### src/rtl/uart_tx_sched.sv
// Packet scheduler in front of a single UART transmit core.
// Requesters are served round-robin; each packet is sent as a header byte
// (HDR_BASE | id), the payload bytes, then an XOR checksum of all of them.
// Every byte is paced on the transmit core's busy output.
module uart_tx_sched #(
  parameter int unsigned N_REQ    = 4,
  parameter int unsigned MAX_LEN  = 16,
  parameter logic [7:0]  HDR_BASE = 8'hA0
) (
  input  logic               clk_50M,
  input  logic               rst_n,
  input  logic [N_REQ-1:0]   req_valid,
  input  logic [8*N_REQ-1:0] req_data,
  input  logic [N_REQ-1:0]   req_last,
  output logic [N_REQ-1:0]   req_ready,
  output logic               tx_en,
  output logic [7:0]         tx_data,
  input  logic               tx_busy,
  output logic [N_REQ-1:0]   grant,
  output logic               pkt_done,
  output logic               trunc
);

  localparam int unsigned IdW     = (N_REQ > 1) ? $clog2(N_REQ) : 1;
  localparam logic [7:0]  MaxLenB = 8'(MAX_LEN);

  localparam logic [2:0] StIdle   = 3'd0;
  localparam logic [2:0] StHdr    = 3'd1;
  localparam logic [2:0] StFetch  = 3'd2;
  localparam logic [2:0] StIssue  = 3'd3;
  localparam logic [2:0] StWaitHi = 3'd4;
  localparam logic [2:0] StWaitLo = 3'd5;
  localparam logic [2:0] StCsum   = 3'd6;
  localparam logic [2:0] StDone   = 3'd7;

  localparam logic [1:0] PhHdr  = 2'd0;
  localparam logic [1:0] PhPay  = 2'd1;
  localparam logic [1:0] PhCsum = 2'd2;

  logic [2:0]       state_q, state_d;
  logic [N_REQ-1:0] grant_q, grant_d;
  logic [IdW-1:0]   id_q, id_d;
  logic [IdW-1:0]   ptr_q, ptr_d;
  logic [7:0]       csum_q, csum_d;
  logic [7:0]       cnt_q, cnt_d;
  logic             last_q, last_d;
  logic [1:0]       phase_q, phase_d;
  logic [7:0]       tx_data_q, tx_data_d;

  logic             win_found;
  logic [IdW-1:0]   win_id;
  logic [IdW-1:0]   ptr_nxt;
  logic [7:0]       sel_data;
  logic             sel_valid;
  logic             sel_last;

  // Round-robin search starting at ptr_q; first valid lane wins.
  always_comb begin
    win_found = 1'b0;
    win_id    = '0;
    for (int k = 0; k < int'(N_REQ); k++) begin
      int idx;
      idx = (int'(ptr_q) + k) % int'(N_REQ);
      if (!win_found && req_valid[IdW'(idx)]) begin
        win_found = 1'b1;
        win_id    = IdW'(idx);
      end
    end
  end

  // Granted lane's byte, last flag and valid, plus the post-packet pointer.
  always_comb begin
    sel_data  = req_data[{id_q, 3'b000} +: 8];
    sel_valid = req_valid[id_q];
    sel_last  = req_last[id_q];
    ptr_nxt   = (id_q == IdW'(N_REQ - 1)) ? '0 : id_q + 1'b1;
  end

  // Next-state and datapath updates for the scheduler FSM.
  always_comb begin
    state_d   = state_q;
    grant_d   = grant_q;
    id_d      = id_q;
    ptr_d     = ptr_q;
    csum_d    = csum_q;
    cnt_d     = cnt_q;
    last_d    = last_q;
    phase_d   = phase_q;
    tx_data_d = tx_data_q;
    unique case (state_q)
      StIdle: begin
        if (win_found && !tx_busy) begin
          grant_d   = N_REQ'(1) << win_id;
          id_d      = win_id;
          // Loaded one edge early so the header is on tx_data with tx_en.
          tx_data_d = HDR_BASE | {{(8 - IdW){1'b0}}, win_id};
          state_d   = StHdr;
        end
      end
      StHdr: begin
        csum_d  = tx_data_q;
        cnt_d   = '0;
        last_d  = 1'b0;
        phase_d = PhHdr;
        state_d = StWaitHi;
      end
      StFetch: begin
        if (sel_valid) begin
          tx_data_d = sel_data;
          last_d    = sel_last;
          csum_d    = csum_q ^ sel_data;
          cnt_d     = cnt_q + 8'd1;
          state_d   = StIssue;
        end
      end
      StIssue: begin
        phase_d = PhPay;
        state_d = StWaitHi;
      end
      StWaitHi: begin
        if (tx_busy) state_d = StWaitLo;
      end
      StWaitLo: begin
        if (!tx_busy) begin
          if (phase_q == PhHdr) begin
            state_d = StFetch;
          end else if (phase_q == PhPay) begin
            if (last_q || (cnt_q == MaxLenB)) begin
              tx_data_d = csum_q;
              state_d   = StCsum;
            end else begin
              state_d = StFetch;
            end
          end else begin
            state_d = StDone;
          end
        end
      end
      StCsum: begin
        phase_d = PhCsum;
        state_d = StWaitHi;
      end
      StDone: begin
        grant_d = '0;
        ptr_d   = ptr_nxt;
        state_d = StIdle;
      end
      default: state_d = StIdle;
    endcase
  end

  // State registers; reset aborts any packet in flight.
  always_ff @(posedge clk_50M or negedge rst_n) begin
    if (!rst_n) begin
      state_q   <= StIdle;
      grant_q   <= '0;
      id_q      <= '0;
      ptr_q     <= '0;
      csum_q    <= '0;
      cnt_q     <= '0;
      last_q    <= 1'b0;
      phase_q   <= PhHdr;
      tx_data_q <= '0;
    end else begin
      state_q   <= state_d;
      grant_q   <= grant_d;
      id_q      <= id_d;
      ptr_q     <= ptr_d;
      csum_q    <= csum_d;
      cnt_q     <= cnt_d;
      last_q    <= last_d;
      phase_q   <= phase_d;
      tx_data_q <= tx_data_d;
    end
  end

  // Outputs decoded from the current state.
  always_comb begin
    tx_en     = (state_q == StHdr) || (state_q == StIssue) || (state_q == StCsum);
    tx_data   = tx_data_q;
    req_ready = (state_q == StFetch) ? grant_q : '0;
    grant     = grant_q;
    pkt_done  = (state_q == StDone);
    trunc     = (state_q == StDone) && (cnt_q == MaxLenB) && !last_q;
  end

endmodule
### config.mk
export PLATFORM = sky130hd
export DESIGN_NAME = uart_tx_sched
export DESIGN_NICKNAME = d
export VERILOG_FILES = /design/src/rtl/uart_tx_sched.sv
export SDC_FILE = /design/constraint.sdc
export NUM_CORES = 1
export LEC_CHECK = 0
export ABC_AREA = 1
export CAP_MARGIN = 20
export CORE_MARGIN = 5
export CORE_UTILIZATION = 28
export DETAILED_ROUTE_END_ITERATION = 12
export PLACE_DENSITY = 0.57
export SYNTH_ARGS = -nofsm -noshare
export SYNTH_HDL_FRONTEND = slang
export SYNTH_SLANG_ARGS = --single-unit
### constraint.sdc
create_clock -name clk_50M -period 2.7 [get_ports clk_50M]
set_input_delay 0.54 -clock clk_50M [delete_from_list [all_inputs] [get_ports clk_50M]]
set_output_delay 0.54 -clock clk_50M [all_outputs]
set_load 0.05 [all_outputs]
Word level (Yosys, flattened, before mapping). Index checks and enable logic that the tools add are counted.

Add/subtract/negate cells: 5. Multipliers: 0. Div/mod/pow operators: 0. Order comparisons: 5. Equal/unequal tests: 17. Shifts and indexed selects: 2. Mux-type cells: 50. Bitwise gates (word level): 1. Reduce and logical (&&, ||, !) cells: 26.

Operators by type and width (number): two-way mux 8 bit (8); one-hot mux 8 bit (2 select lines) (2); indexed part select 32 x 6 -> 8 bit (1); one-hot mux 8 bit (3 select lines) (1); two-way mux 3 bit (7); one-hot mux 3 bit (6 select lines) (1); < comparator 2 x 4 -> 1 bit, second input constant (4); two-way mux 1 bit (15); != test 2 bit, second input constant (7); binary-select mux 1 bit (select 2 bit) (6); equality test 3 bit, second input constant (4); two-way mux 2 bit (5); adder 8 x 1 -> 8 bit, second input constant (1); equality test 8 x 5 -> 1 bit, second input constant (1); two-way mux 4 bit (2); one-hot mux 4 bit (2 select lines) (1); bitwise XOR 8 bit (1); AND reduction 7 bit (1); equality test 3 x 2 -> 1 bit, second input constant (2); logical AND 1 bit (6); one-hot mux 2 bit (3 select lines) (1); AND reduction 2 bit (3); nonzero test 3 bit (2); logical NOT 1 bit (5); other kinds (14) (19).

Flip-flop bits (word level): 38. Latch bits: 0. RAM bits: 0. ROM bits: 0. Input port bits: 43. Memories kept: 0.

Depth between registers and ports, before layout.
Depth in word-level cells: 16. Gate-level depth with buffers: 13. Gate-level depth less buffers: 13.

Least setup slack after synthesis. No wires, ideal clock.

Path type: reg-to-output. Start: register state_q[1]. End: output port trunc. Arrival time: 3.218 ns. Required time: 2.160 ns. Slack: -1.058 ns. Stages on the path, launching flop included: 5. Buffers on the path: 0. Path through: dfrtp_1 > inv_1 > nor3_1 > inv_1 > nor3_1.

Longest elaborated chain between the ends: 3.

Ends and longest elaborated chain: start, declared (line 40) `logic [2:0] state_q, state_d;`; start signal, assigned (line 155) `state_q <= StIdle;`; start signal, assigned (line 165) `state_q <= state_d;`; equality test 3 bit; named net pkt_done (line 20) `output logic pkt_done,`; logical AND 1 bit (2 in a row) (line 184) `trunc = (state_q == StDone) && (cnt_q == MaxLenB) && !last_q;`; end, declared (line 21) `output logic trunc`.

The timed path passes the listed nets, and every way through them passes these cells.

Final worst setup path.
Start: register state_q[1]. End: output port pkt_done.

Longest elaborated chain between the ends: 1.

Ends and longest elaborated chain: equality test 3 bit (line 183) `pkt_done = (state_q == StDone);`; end, declared (line 20).

Every way passes these cells.

==> results.py <==
metrics = {
    "status": {
        "status": "completed",
    },
    "routing": {
        "routed_wl_mm": 7.59,
        "num_vias": 2791,
        "drc": 0,
        "drt_iter0_markers": 119,
        "wl_per_cell_um": 12.8,
        "ant_nets": 0,
        "avgViaCountPerCell": 4.71,
        "dr.pass1.iters": 4,
    },
    "worst_setup_path": {
        "slowest_delay_ns": 0.85,
        "crit_fanout": 5,
        "cp.required_ns": 2.16,
        "worstSetupStartpointType": "register",
        "criticalPathCategory": "reg -> out",
        "cp.arrival_ns": 2.04,
        "cp_slowest_cell": "clkdlybuf4s50_1",
        "crit_path_cell_trace": "inv_1 -> nor3_4 -> clkdlybuf4s50_1",
        "endpoint_kind": "output port",
    },
    "clock_tree": {
        "tritoncts": "done",
        "clk_pin_slew_worst_paths_ns": 0.08,
        "htree_levels": 2,
        "cts_buffers": 5,
        "postCtsSetupBuffers": 0,
        "cts_buffer_depth": 2,
        "cts_resized": 0,
        "cts-root-buf": "clkbuf_8",
        "cts_sinks": 38,
        "clk_latency_ns": 0.29,
        "postCtsHoldBufs": 0,
    },
    "die": {
        "die_w_um": 107,
        "ios": 62,
        "initial_core_util": 0.287,
        "fp.dieH_um": 107,
        "core-area_um2": 9240,
        "die_area_um2": 11500,
        "rows": 35,
    },
    "logic_synthesis": {
        "ys_seq_elements": 38,
        "synthArstFlopShare": 1.00,
        "synth_top_family_by_area": "simple AND/OR/NAND/NOR gates",
        "synth-adder-area-share": 0.0142,
        "synth_area_leaders": "dfrtp_1 36%, nand2_1 18%, o21ai_0 7.7%",
        "synth_nets": 448,
        "synth_edf_count": 0,
        "synth_compound_area_frac": 0.152,
        "yosysUniqueCellTypes": 30,
        "syn_area_um2": 2650,
        "yosys.area.top_type": "dfrtp_1",
        "yosysTopAreaCellShare": 0.359,
        "synth-simple-area-share": 0.365,
        "synth_cells": 402,
        "muxShareOfSynthArea": 0,
        "avgSynthCellArea_um2": 6.59,
        "synth.most_common_cell": "nand2_1",
        "yosysWarnings": 0,
        "synth.top_cells.by_count": "127 x nand2_1, 53 x inv_1, 41 x o21ai_0",
        "synthFlopType": "dfrtp_1",
        "synth_xor_area_frac": 0,
        "synth-seq-area-share": 0.359,
    },
    "place": {
        "dp_slack_ns": 0.349,
        "gp_congestion": 0.819,
        "port-buffer-count": 61,
        "dp_hpwl_mm": 5.85,
    },
    "pwr": {
        "internal_power_mw": 1.70,
        "power_leakage_nw": 1.63,
        "p_comb_frac": 0.637,
        "ir_drop_mv": 0.374,
        "power_frac_clock": 0.104,
        "seqPwrFrac": 0.260,
        "swShare": 0.527,
        "powerDensity_nw_per_um2": 1030,
        "p_switching_mw": 1.89,
    },
    "global_routing": {
        "grt_pass1_vias": 2782,
        "grt_usage": 0.137,
        "grt_pass1_wl_mm": 13.0,
        "grt_max_degree": 39,
        "antenna_found_initial": 0,
        "grt_overflow_total": 0,
    },
    "sta": {
        "finClkSkew_ns": 0.00943,
        "finalHoldViolations": 0,
        "setup_violations": 0,
        "max_slew_margin": 0.403,
        "fmax_mhz": 388,
        "fin_crit_ns": 2.58,
        "fin_tns_setup_ns": 0,
        "period_share": 0.954,
        "drv_slew": 0,
        "rsz0062_at_grt": "no",
        "tightest_slew_ns": 0.896,
        "fin_ws_ns": 0.124,
    },
    "run": {
        "max_cap_violations": 0,
    },
    "layout": {
        "fin_nets": 510,
        "drive_above_1_share": 0.0905,
        "area.growth.synth_to_final_pct": 31.4,
        "num_antenna_cells": 0,
    },
    "hold_path": {
        "hold_path.class": "in -> async",
    },
}
==> routing by layer <==
layer,part of all wire,global-route usage,vias to the layer above
li1,-,-,1421
met3,0.038,0.0246,6
met2,0.50,0.235,56
met1,0.45,0.176,1308
met4,0.014,0.0374,0
met5,0,0,-
==> power groups by stage <==
| stage | logic [mW] | clock network (mW) | registers (mW) |
|---|---|---|---|
| 6_report | 2.28 | 0.371 | 0.930 |
| 5_1_grt | 2.59 | 0.400 | 0.956 |
| 4_1_cts | 2.30 | 0.385 | 0.934 |
| 3_5_place_dp | 2.29 | 0 | 0.942 |
| 3_3_place_gp | 2.27 | 0 | 0.940 |
| 2_1_floorplan | 1.52 | 0 | 1.10 |
==> worst max-delay path, delay by kind of cell (launching register included) <==
family / cells / cell delay [ns]
buffers and inverters: 2 / 1.00
DFF: 1 / 0.49
and+or+nand+nor: 1 / 0.26
==> cells by family after synthesis <==
family	Yosys count
AND/OR/NAND/NOR	217
AO/OA/AOI/OAI	73
buffers and inverters	71
flip-flops	38
adder cells (fa/ha/maj)	3
==> layout by cell type, fill, tap and decap left out, drive strengths merged <==
| master | instances |
|---|---|
| inv | 59 |
| a21oi | 10 |
| a21boi | 1 |
| ha | 3 |
| nand2 | 133 |
| a311oi | 2 |
| o21bai | 1 |
| clkdlybuf4s50 | 58 |
| nor2 | 33 |
| clkinv | 2 |
| a211oi | 3 |
| nand4 | 6 |
| buf | 9 |
| clkbuf | 5 |
| nand3 | 34 |
| o22ai | 10 |
| nor4 | 2 |
| o21ai | 44 |
| a31oi | 1 |
| nor3 | 9 |
| dfrtp | 38 |
| o31ai | 1 |
==> worst paths after layout <==
kind                                  from   endpoint  slack (ns)  depth (start not counted)
worst max-delay path            state_q[1]   pkt_done        0.12                          3
worst min-delay path                 rst_n   grant[2]        0.37                          1
worst max register to register  state_q[2]   cnt_q[5]        0.51                         11
worst min register to register   csum_q[7]  csum_q[7]        0.51                          1
max in group asynchronous            rst_n   cnt_q[1]        1.76                          1
min in group clk_50M             csum_q[7]  csum_q[7]        0.51                          1
==> final cells by class <==
cell class | count | area (µm²)
fill | 1015 | 5760
multi-input combinational | 293 | 1420
sequential | 38 | 951
timing repair buffer | 67 | 646
inverter | 59 | 221
tap | 129 | 161
clock buffer | 5 | 68.8
clock inverter | 2 | 10.0
==> sequential cells by signal (all words and copies together), names as in the netlist <==
register  count
state_q       3
phase_q       2
grant         4
last_q        1
cnt_q         8
tx_data       8
id_q          2
ptr_q         2
csum_q        8
==> stage by stage <==
stage,std cells,total power [mW],utilization,area [µm²],hold slack [ns]
after floorplan,402,2.62,-,2670,0.244
after global placement,586,3.21,0.368,3400,0.480
after detailed placement,586,3.24,0.368,3400,0.488
after CTS,593,3.62,0.377,3480,0.414
after global routing,593,3.95,0.377,3480,0.469
final,593,3.58,0.377,3480,0.372
Note: power is estimated with default switching activity, not from simulation.
